[config.mk]
export PLATFORM = sky130hd
export DESIGN_NAME = inst_fetch_bridge_flat
export DESIGN_NICKNAME = d
export VERILOG_FILES = /design/src/rtl/inst_fetch_bridge_if.sv /design/src/rtl/inst_fetch_bridge.sv /design/src/flat_wrapper.sv
export SDC_FILE = /design/constraint.sdc
export NUM_CORES = 1
export LEC_CHECK = 0
export CORE_ASPECT_RATIO = 0.75
export CORE_UTILIZATION = 50
export DETAILED_ROUTE_END_ITERATION = 8
export GPL_TIMING_DRIVEN = 0
export MAX_ROUTING_LAYER = met4
export PLACE_DENSITY = 0.95
export REMOVE_ABC_BUFFERS = 1
export SYNTH_ARGS = -nofsm -noshare
export SYNTH_HDL_FRONTEND = slang
export SYNTH_SLANG_ARGS = --single-unit
[constraint.sdc]
create_clock -name clk -period 3.5 [get_ports clk]
set_input_delay 0.7 -clock clk [delete_from_list [all_inputs] [get_ports clk]]
set_output_delay 0.7 -clock clk [all_outputs]
set_load 0.005 [all_outputs]
[src/rtl/inst_fetch_bridge_if.sv]
`default_nettype none
// ============================================================================
// inst_fetch_bridge_if : instruction-memory req/ack bus (bridge = master)
// Revision 1.0
// ============================================================================
interface inst_fetch_bridge_if #(
    parameter int ADDR_W = 32,
    parameter int DATA_W = 32
);
    logic              mem_req_o;
    logic [ADDR_W-1:0] mem_addr_o;
    logic              mem_ack_i;
    logic [DATA_W-1:0] mem_rdata_i;

    modport master (
        output mem_req_o,
        output mem_addr_o,
        input  mem_ack_i,
        input  mem_rdata_i
    );

    modport slave (
        input  mem_req_o,
        input  mem_addr_o,
        output mem_ack_i,
        output mem_rdata_i
    );
endinterface
`default_nettype wire

[src/rtl/inst_fetch_bridge.sv]
`default_nettype none
// ============================================================================
// inst_fetch_bridge : IF-stage bridge with one-entry tagged instruction buffer
// Revision 1.0
// ============================================================================
module inst_fetch_bridge #(
    parameter int ADDR_W = 32,
    parameter int DATA_W = 32
) (
    input  logic                clk,
    input  logic                rst,
    input  logic                ce_i,
    input  logic [ADDR_W-1:0]   pc_i,
    input  logic                flush,
    output logic [DATA_W-1:0]   inst_o,
    output logic                inst_valid_o,
    output logic                stallreq_o,
    inst_fetch_bridge_if.master mem
);

    typedef enum logic [0:0] {
        ST_IDLE = 1'b0,
        ST_WAIT = 1'b1
    } state_t;

    state_t              state_q;
    logic                mem_req_q;
    logic [ADDR_W-1:0]   mem_addr_q;
    logic                buf_valid_q;
    logic [ADDR_W-1:2]   buf_tag_q;
    logic [DATA_W-1:0]   buf_data_q;
    logic [ADDR_W-1:2]   req_tag_q;
    logic                discard_q;

    logic [ADDR_W-1:2]   w_pc_tag;
    logic                w_hit;
    logic                unused_pc_lsb;

    // Byte offset within the word never affects which word is fetched.
    assign w_pc_tag      = pc_i[ADDR_W-1:2];
    assign unused_pc_lsb = ^pc_i[1:0];

    assign w_hit        = ce_i & buf_valid_q & (buf_tag_q == w_pc_tag) & ~flush;
    assign inst_o       = w_hit ? buf_data_q : '0;
    assign inst_valid_o = w_hit;
    assign stallreq_o   = ce_i & ~w_hit & ~flush;

    assign mem.mem_req_o  = mem_req_q;
    assign mem.mem_addr_o = mem_addr_q;

    always_ff @(posedge clk) begin
        if (rst) begin
            state_q     <= ST_IDLE;
            mem_req_q   <= 1'b0;
            mem_addr_q  <= '0;
            buf_valid_q <= 1'b0;
            buf_tag_q   <= '0;
            buf_data_q  <= '0;
            req_tag_q   <= '0;
            discard_q   <= 1'b0;
        end else begin
            if (flush) begin
                buf_valid_q <= 1'b0;
            end
            case (state_q)
                ST_IDLE: begin
                    if (ce_i && !w_hit && !flush) begin
                        mem_req_q  <= 1'b1;
                        mem_addr_q <= {w_pc_tag, 2'b00};
                        req_tag_q  <= w_pc_tag;
                        discard_q  <= 1'b0;
                        state_q    <= ST_WAIT;
                    end else begin
                        mem_req_q  <= 1'b0;
                    end
                end
                ST_WAIT: begin
                    // A flushed request stays on the bus; only its data is dropped.
                    if (flush) begin
                        discard_q <= 1'b1;
                    end
                    if (mem.mem_ack_i) begin
                        if (!discard_q && !flush) begin
                            buf_valid_q <= 1'b1;
                            buf_tag_q   <= req_tag_q;
                            buf_data_q  <= mem.mem_rdata_i;
                        end
                        mem_req_q <= 1'b0;
                        state_q   <= ST_IDLE;
                    end
                end
                default: begin
                    state_q <= ST_IDLE;
                end
            endcase
        end
    end

endmodule
`default_nettype wire

[src/flat_wrapper.sv]
// flat-port wrapper written by rule: the top's interface ports become plain ports
module inst_fetch_bridge_flat 
#(
    parameter int ADDR_W = 32,
    parameter int DATA_W = 32
)
  (clk, rst, ce_i, pc_i, flush, inst_o, inst_valid_o, stallreq_o, mem_mem_req_o, mem_mem_addr_o, mem_mem_ack_i, mem_mem_rdata_i);
  inst_fetch_bridge_if #(.ADDR_W(ADDR_W), .DATA_W(DATA_W)) mem_i ();
  input  logic clk;
  input  logic rst;
  input  logic ce_i;
  input  logic [ADDR_W-1:0] pc_i;
  input  logic flush;
  output logic [DATA_W-1:0] inst_o;
  output logic inst_valid_o;
  output logic stallreq_o;
  output wire logic [$bits(mem_i.mem_req_o)-1:0] mem_mem_req_o;
  output wire logic [$bits(mem_i.mem_addr_o)-1:0] mem_mem_addr_o;
  input wire logic [$bits(mem_i.mem_ack_i)-1:0] mem_mem_ack_i;
  input wire logic [$bits(mem_i.mem_rdata_i)-1:0] mem_mem_rdata_i;
  assign mem_mem_req_o = mem_i.mem_req_o;
  assign mem_mem_addr_o = mem_i.mem_addr_o;
  assign mem_i.mem_ack_i = mem_mem_ack_i;
  assign mem_i.mem_rdata_i = mem_mem_rdata_i;
  inst_fetch_bridge #(.ADDR_W(ADDR_W), .DATA_W(DATA_W)) u_core (.clk(clk), .rst(rst), .ce_i(ce_i), .pc_i(pc_i), .flush(flush), .inst_o(inst_o), .inst_valid_o(inst_valid_o), .stallreq_o(stallreq_o), .mem(mem_i));
endmodule
Word level (Yosys, flattened, before mapping)
Cells that the tools add are included.
{"block": "op_classes", "n_reduce_logical": 9, "eq_ne": 4, "bitwise_logic": 8, "muxes": 13}
{"operator": "32-bit two-way mux", "count": 1}
{"operator": "30-bit equality test", "count": 1}
{"operator": "1-bit two-way mux", "count": 9}
{"operator": "1-bit case mux with 2 select lines", "count": 3}
{"operator": "1-bit AND", "count": 5}
{"operator": "2-bit inequality test, second input constant", "count": 2}
{"operator": "2-bit AND reduction", "count": 2}
{"operator": "1-bit logical AND", "count": 3}
{"operator": "1-bit logical NOT", "count": 3}
{"operator": "1-bit inverter", "count": 3}
{"operator": "3-bit AND reduction", "count": 1}
{"operator": "2-bit by 1-bit inequality test with 1-bit output, second input constant", "count": 1}
{"block": "word_totals", "out_inout_bits": 67, "input_bits": 69, "reg_bits": 96, "word_cells": 41}

Logic depth before layout (Yosys ltp)
Gate-level depths: netlist of the first run.
{"block": "logic_depth", "word_depth": 8, "mapped_depth": 7, "mapped_depth_nobuf": 5}

Worst setup path after synthesis of the first run
No wires, ideal clock.
{"block": "synth_timing", "path_type": "input -> output", "from": "input port pc_i[19]", "to": "output port inst_o[10]", "arrival_ns": 1.902, "path_buffers": 1, "path_stages": 6, "setup_slack_ns": 0.898, "path_cell_list": "xor2_1 nor4_1 nand3_1 nor3_2 clkbuf_1 and2_1"}
{"block": "synth_via", "elab_chain_cells": 4}
{"element": "start, declared", "line": "flat_wrapper.sv:12", "text": "input logic [ADDR_W-1:0] pc_i;"}
{"element": "30-bit equality test", "line": "inst_fetch_bridge.sv:43", "text": "assign w_hit = ce_i & buf_valid_q & (buf_tag_q == w_pc_tag) & ~flush;"}
{"element": "1-bit AND (2 in a row)", "line": "inst_fetch_bridge.sv:43"}
{"element": "32-bit two-way mux", "line": "inst_fetch_bridge.sv:44", "text": "assign inst_o = w_hit ? buf_data_q : '0;"}
{"element": "end, declared", "line": "flat_wrapper.sv:14", "text": "output logic [DATA_W-1:0] inst_o;"}
Every way passes these cells.

Worst setup path after layout of the first run
{"block": "layout_timing", "from": "input port pc_i[13]", "to": "output port inst_valid_o"}
{"block": "layout_via", "elab_chain_cells": 3}
{"element": "30-bit equality test", "line": "inst_fetch_bridge.sv:43"}
{"element": "1-bit AND (2 in a row)", "line": "inst_fetch_bridge.sv:43"}
{"element": "end, declared", "line": "flat_wrapper.sv:15", "text": "output logic inst_valid_o;"}
Every way passes these cells.

==> impl_results.md, run 1 <==
* Fin crit share at 0.9773
* Num CTS Buffers at 9
* MaxCap Viol Count at 0
* GPL Wtd Cong at around 0.72
* Die height at around 81 microns
* Drt total wl at 10300 microns
* Mapped Cells at 500
* Post-synth EDFFs at 0
* Die W at 107.7 microns
* Status: finished, final reports clean
* Pwr dens at approximately 360 mW/mm^2
* Multiplexer share of the synthesized area at 0.07171
* Setup Skew at around 0.016 ns
* Hold buffer count at cts at 0
* Dominant cell type by area after synthesis: dfxtp_1
* Post-Synth XOR/XNOR Area at 0.06274
* Critical path startpoint: pc_i[13]
* Async SR Flop Fraction at 0
* Leak at roughly 2.3 nW
* R2R cell count at 8
* CP Launch Type: input pin
* Clock root buffer: clkbuf_8
* Slew @ Worst Pin at 0.8779 ns
* Final worst path period need at between 3 and 4 ns
* CTS tree: done
* Largest family of logic cells by synthesized area: simple AND/OR/NAND/NOR gates
* Synth Warn # at 0
* Seq/Total Area, Yosys at 0.4589
* Longest Clk Path Bufs at 2
* Post-synth cell types at 25
* Largest net degree at the start of global routing at around 70
* Synth Area in Compound Gates at 0.08306
* H-tree depth reported by CTS at 3
* Maximum clock frequency at 0.2924 GHz
* Fin util at 0.7400
* Flops & latches, synth at between 90 and 100
* Most common cell in the netlist: nand2_1
* Worst-skew pair later-pin latency at around 0.36 ns
* GRT Total Usage at 0.2391
* Yosys top cell area share at 0.4589
* Initial Util at 0.5243
* Max Transition Viols Final at 0
* I/O pin count at around 140
* DR vias/cell at just over 5
* Crit end category: output port
* Syn_area_per_cell at about 8.4 sq um
* Kind of critical path: in2out
* Post-Syn Area at between 0.004 and 0.005 sq mm
* Layout cells sized above 1 at 0.07018
* Clk sinks at 96
* HP Class: reg2reg
* Peak supply drop at ~0.00022 V
* Hold_sp: u_core.buf_data_q[5]$_SDFFE_PP0P_
* Worst Hold End: u_core.buf_data_q[5]$_SDFFE_PP0P_
* Die area at between 0.008 and 0.009 sq mm
* Hold Path Depth at 2
* Inserted Diodes at 0
* Area grow syn2layout at 41.14%
* Clock Pin Slew Worst Setup and Hold Paths at approximately 0.1 ns
* Data arrival, critical path at 2.72 ns
* Buffers on Ports at about 130
* WP data required at about 2.8 ns
* Final Setup Violations at 0
* Initial antenna violation count at 0
* Fin. Hold Viols at 0
* CP max FO at 16
* Most used DFF post-synth: dfxtp_1
* Leading cell types by count after synthesis: nand2_1 (126), dfxtp_1 (96), a21oi_1 (65), nand2b_1 (64), and2_1 (32)
* DRC viols at 0
* Drt pass-1 iters at 4
* Core area at roughly 0.0080 sq mm
* R2r startpoint: u_core.buf_tag_q[12]$_SDFFE_PP0P_
* Post-detailed-route count of antenna-violating nets at 0
* Drt first-iter violations at 188
* Area share of fa/ha/maj cells after synthesis at 0
* Largest cells by area after synthesis: dfxtp_1 (46%), nand2_1 (11%), nand2b_1 (9.6%)
* Number of global-route vias before repair at 3564
* Slew HR at 0.4139
* FF-to-FF End: u_core.req_tag_q[18]$_SDFFE_PP0P_
* Tot Pwr at approximately 2.1 mW
* HPWL Detailed at 6999 microns
* GRT overflow at 0
* Vias at approximately 3700
* Register-to-register setup slack at between 1 and 1.5 ns
* Simple-gate share of the synthesized area at 0.2817
* # nets final at roughly 690
* Std-Cell Rows at 28
* First-pass GRT wire length at roughly 16000 microns
* Wire per inst at ~14 microns
[cell usage in the layout (no fill, tap or decap), types with 2 or more instances in the layout]
master,count
nand2_1,126
dfxtp_1,96
clkdlybuf4s50_1,71
a21oi_1,65
nand2b_1,63
dlygate4sd2_1,56
and2_1,32
xor2_1,30
mux2i_1,30
clkbuf_8,9
buf_4,8
nor4_2,4
buf_6,4
buf_16,3
nor4_1,2
nor2_1,2
conb_1,2
inv_6,2
clkinvlp_4,2
buf_12,2
clkdlybuf4s15_1,2
[cells by family after synthesis]
kind of cell | after synthesis
AOI/OAI and AO/OA | 68
xor gates and xnor gates | 30
muxes | 30
and+or+nand+nor | 238
other | 1
DFF | 96
buffers and inverters | 37
[per-layer routing]
layer / routed length, microns / global-route usage / up-vias / part of all wire
met2: 5135 / 0.4064 / 98 / 0.50
met5: 0 / - / - / 0
li1: - / - / 1852 / -
met3: 461 / 0.04735 / 11 / 0.045
met1: 4608 / 0.2888 / 1731 / 0.45
met4: 99 / 0.07123 / 0 / 0.0096
[final cells by class]
type | instances | area [sq um]
multi-input cells | 368 | 2190
fillers | 599 | 2077
flip-flops and latches | 96 | 1922
repair buffers | 148 | 1476
well taps | 105 | 131.4
clock buffers | 9 | 123.9
clock inverters | 6 | 67.56
[through the flow]
| step | instance area, sq um | setup WS (ns) | hold slack, ns | instances | TNS, ns |
|---|---|---|---|---|---|
| 2_1_floorplan | 4020 | -1.953 | 0.4257 | 464 | -121.11 |
| 3_3_place_gp | 5463 | -5.348 | 0.4372 | 700 | -390.92 |
| 3_5_place_dp | 5632 | -0.3847 | 0.4433 | 707 | -12.01 |
| 4_1_cts | 5879 | 0.05800 | 0.4569 | 730 | 0 |
| 5_1_grt | 5911 | -0.01693 | 0.4715 | 732 | -0.04728 |
| 6_report | 5911 | 0.07944 | 0.4564 | 732 | 0 |
[flip-flops by register name (all words and copies together), names as in the netlist]
signal / flops
u_core.buf_data_q: 32
u_core.state_q: 1
u_core.mem.mem_req_o: 1
u_core.req_tag_q: 30
u_core.buf_valid_q: 1
u_core.discard_q: 1
u_core.buf_tag_q: 30
[timing repair]
action | 4_1_cts | 5_1_grt
gates cloned | 1 | 0
resized for setup | 69 | 3
pin swaps | 13 | 3
buffers inserted | 7 | 2
endpoints found under the setup margin | 34 | 1
[report_power, final]
part / switching, mW / internal (mW) / leakage (nW)
registers: 0.0202 / 1.12 / 0.778
clock network: 0.389 / 0.330 / 0.0921
logic: 0.100 / 0.141 / 1.47
[worst max-delay path: stages]
cell and delay (ns):
clkdlybuf4s50_1 0.44, xor2_1 0.18, nor4_1 0.20, nand2_1 0.18
nor3_4 0.25, buf_6 0.14, buf_16 0.13, clkdlybuf4s50_1 0.51
[how the worst max path moves through the flow]
stage / to / slack, ns / depth (start not counted)
global placement: u_core.buf_data_q[1]$_SDFFE_PP0P_ / -5.35 / 4
global route: inst_o[2] / -0.02 / 10
finish: inst_valid_o / 0.08 / 8
detailed placement: inst_o[20] / -0.38 / 8
floorplan: u_core.buf_data_q[0]$_SDFFE_PP0P_ / -1.95 / 3
CTS: inst_valid_o / 0.06 / 8
Power figures use the tool's default switching activity.
==> run 2: changes to the inputs <==
- CORE_MARGIN: default -> 3
- SETUP_SLACK_MARGIN: default -> 0.2
==> run 2 against run 1 <==
Sequential share of layout area is 0.54 points lower. Total power is 1.7% lower. Highest routed layer unchanged. Critical endpoint is now inst_o[14]. First-iteration DRC count is 24% lower. Maximum frequency is 4.2% higher. Register-to-register slack better by 0.10 ns.
==> impl_results.md, run 2 (synthesized netlist as in run 1, its figures left out) <==
* Status: finished, final reports clean (unchanged)
* Max Transition Viols Final at 0 (unchanged)
* Crit end category: output port (unchanged)
* Clock Pin Slew Worst Setup and Hold Paths at 0.09 ns (was 0.10 ns)
* R2r startpoint: u_core.buf_tag_q[12]$_SDFFE_PP0P_ (unchanged)
* Fin util at 0.7497 (was 0.7400)
* Wire per inst at 15.31 microns (was 14.08 microns)
* CP Launch Type: input pin (unchanged)
* Initial antenna violation count at 0 (unchanged)
* H-tree depth reported by CTS at 3 (unchanged)
* Maximum clock frequency at 0.3047 GHz (was 0.2924 GHz)
* Largest net degree at the start of global routing at 107 (was 69)
* Die area at 0.009521 sq mm (was 0.008749 sq mm)
* Cell Area, Placed at 0.005630 sq mm (was 0.005632 sq mm)
* Inserted Diodes at 0 (unchanged)
* Layout cells sized above 1 at 0.1659 (was 0.07018)
* HPWL Detailed at 7312 microns (was 6999 microns)
* Register-to-register setup slack at 1.17 ns (was 1.07 ns)
* GRT overflow at 0 (unchanged)
* Longest Clk Path Bufs at 2 (unchanged)
* # nets final at 697 (was 692)
* Slew HR at 0.5788 (was 0.4139)
* Drt first-iter violations at 143 (was 188)
* Fin crit share at 0.9377 (was 0.9773)
* Clk sinks at 96 (unchanged)
* Core area at 0.008023 sq mm (was 0.007988 sq mm)
* Biggest regs: u_core.buf_data_q x32, u_core.buf_tag_q x30, u_core.req_tag_q x30 (unchanged)
* Hold_sp: u_core.buf_data_q[16]$_SDFFE_PP0P_ (was u_core.buf_data_q[5]$_SDFFE_PP0P_)
* Commonest non-fill, non-tap cell in the layout: nand2_1 (unchanged)
* Leak at 2.372 nW (was 2.336 nW)
* CTS tree: done (unchanged)
* Max incr delay on CP at 0.33 ns (was 0.51 ns)
* GRT Total Usage at 0.2430 (was 0.2391)
* Max reg flops at 32 (unchanged)
* Num CTS Buffers at 9 (unchanged)
* Peak supply drop at 0.0003060 V (was 0.0002199 V)
* GPL Wtd Cong at 0.7445 (was 0.7165)
* Slew @ Worst Pin at 0.6308 ns (was 0.8779 ns)
* Clock root buffer: clkbuf_8 (unchanged)
* DR vias/cell at 5.066 (was 5.044)
* Fin. Hold Viols at 0 (unchanged)
* FF-to-FF End: u_core.req_tag_q[13]$_SDFFE_PP0P_ (was u_core.req_tag_q[18]$_SDFFE_PP0P_)
* R2R cell count at 8 (unchanged)
* Drt total wl at 11300 microns (was 10300 microns)
* RSZ-0062 raised after global routing: true
* Post-detailed-route count of antenna-violating nets at 0 (unchanged)
* DRC viols at 0 (unchanged)
* Kind of critical path: in2out (unchanged)
* Uppermost layer routed: met4 (unchanged)
* Top reg by flops: u_core.buf_data_q (unchanged)
* WP data required at 2.80 ns (about the same)
* Die height at 85.26 microns (was 81.26 microns)
* Fillcell total at 612 (was 599)
* Final worst path period need at 3.282 ns (was 3.421 ns)
* Number of global-route vias before repair at 3885 (was 3564)
* Area grow syn2layout at 43.62% (was 41.14%)
* Most frequent cells in the layout: nand2_1 (125), dfxtp_1 (95), a21oi_1 (65), clkdlybuf4s50_1 (65), nand2b_1 (63) (was nand2_1 (126), dfxtp_1 (96), clkdlybuf4s50_1 (71))
* Data arrival, critical path at 2.58 ns (was 2.72 ns)
* Multi-input gate area at 0.002312 sq mm (was 0.002190 sq mm)
* Pwr dens at 343.1 mW/mm^2 (was 355.0 mW/mm^2)
* Routed met2 length at 5641 microns (was 5135 microns)
* CP dominant cell by count: buf_6 (was clkdlybuf4s50_1)
* Initial Util at 0.5220 (was 0.5243)
* First-pass GRT wire length at 18310 microns (was 16060 microns)
* Buffers on Ports at 131 (unchanged)
* Total placed cells including tap cells at 708 (was 707)
* Vias at 3739 (was 3692)
* Worst-skew pair later-pin latency at 0.36 ns (about the same)
* Std-Cell Rows at 28 (unchanged)
* Hold Path Depth at 2 (unchanged)
* Register area at 0.001923 sq mm (was 0.001922 sq mm)
* Die W at 111.7 microns (was 107.7 microns)
* CP max FO at 5 (was 16)
* Worst Hold End: u_core.buf_data_q[16]$_SDFFE_PP0P_ (was u_core.buf_data_q[5]$_SDFFE_PP0P_)
* Worst-path cell chain: clkbuf_2 > xor2_2 > nor4_2 > nand4_1 > nor3_4 > buf_6 > buf_4 > buf_6 > bufbuf_16 > and2_1 > buf_2 (was clkdlybuf4s50_1 > xor2_1 > nor4_1 > nand2_1 > nor3_4 > buf_6 > buf_16 > clkdlybuf4s50_1)
* HP Class: reg2reg (unchanged)
* MaxCap Viol Count at 0 (unchanged)
* Final Setup Violations at 0 (unchanged)
* I/O pin count at 136 (unchanged)
* Slowest cell on crit path: nor4_2 (was clkdlybuf4s50_1)
* Met3 WL post-DR at 605 microns (was 461 microns)
* Setup Skew at 0.01041 ns (was 0.01623 ns)
* Drt pass-1 iters at 4 (unchanged)
* Layout Cells excl Fill at 738 (was 732)
* Fin area at 0.006015 sq mm (was 0.005911 sq mm)
* Metal-1 WL at 4720 microns (was 4608 microns)
-- run 2: cell count changes in the layout (fill, tap and decap cells not counted), moves of 6 or more --
cell	delta
xor2_1	-10
clkdlybuf4s50_1	-6
buf_2	+12
xor2_2	+9
clkbuf_2	+20
dlygate4sd2_1	-36
-- run 2: stage by stage --
stage	setup slack (ns)	hold WS (ns)	setup TNS, ns	power (mW)
after floorplan	-1.953	0.4257	-121.11	1.241
after global placement	-5.273	0.4373	-384.61	1.395
after detailed placement	-0.6527	0.4430	-18.88	1.410
after CTS	0.1150	0.4557	0	2.070
after global routing	0.1269	0.4826	0	2.149
final	0.2180	0.4518	0	2.064
-- run 2: worst max-delay path, delay by kind of cell --
| family | cells | cell delay [ns] |
|---|---|---|
| xor gates and xnor gates | 1 | 0.16 |
| buffers and inverters | 6 | 0.80 |
| and+or+nand+nor | 4 | 0.91 |
-- run 2: routing by layer --
layer | track usage | vias up
met5 | - | -
met2 | 0.4184 | 119
met1 | 0.2738 | 1747
li1 | - | 1842
met4 | 0.08177 | 0
met3 | 0.06771 | 31
-- run 2: worst max path at each step --
stage / from / to / slack, ns / depth (start not counted)
after global routing: pc_i[12] / inst_o[10] / 0.13 / 11
after floorplan: flush / u_core.buf_data_q[0]$_SDFFE_PP0P_ / -1.95 / 3
after detailed placement: pc_i[12] / inst_o[11] / -0.65 / 8
final: pc_i[12] / inst_o[14] / 0.22 / 11
after CTS: pc_i[16] / inst_o[11] / 0.11 / 11
after global placement: mem_mem_ack_i / u_core.buf_data_q[20]$_SDFFE_PP0P_ / -5.27 / 4
-- run 2: cell type report --
class / instances / area share
clock buffers: 11 / 0.02517
clock inverters: 5 / 0.005201
multi-input cells: 368 / 0.3844
flip-flops and latches: 96 / 0.3197
well taps: 105 / 0.02184
repair buffers: 153 / 0.2436
-- run 2: where the power goes --
part           leakage (nW)  switching, mW  internal (mW)
clock                0.0951          0.382          0.295
combinational          1.50          0.107          0.140
sequential            0.778         0.0212           1.12
total                  2.37          0.510           1.55
-- run 2: repair_timing --
action                                  4_1_cts  5_1_grt
hold endpoints to repair                      0        0
endpoints found under the setup margin       34       33
resized for setup                           128       71
cloned                                        3        0
hold buffers                                  0        0
buffers inserted                              9        2
pin swaps                                    16       24
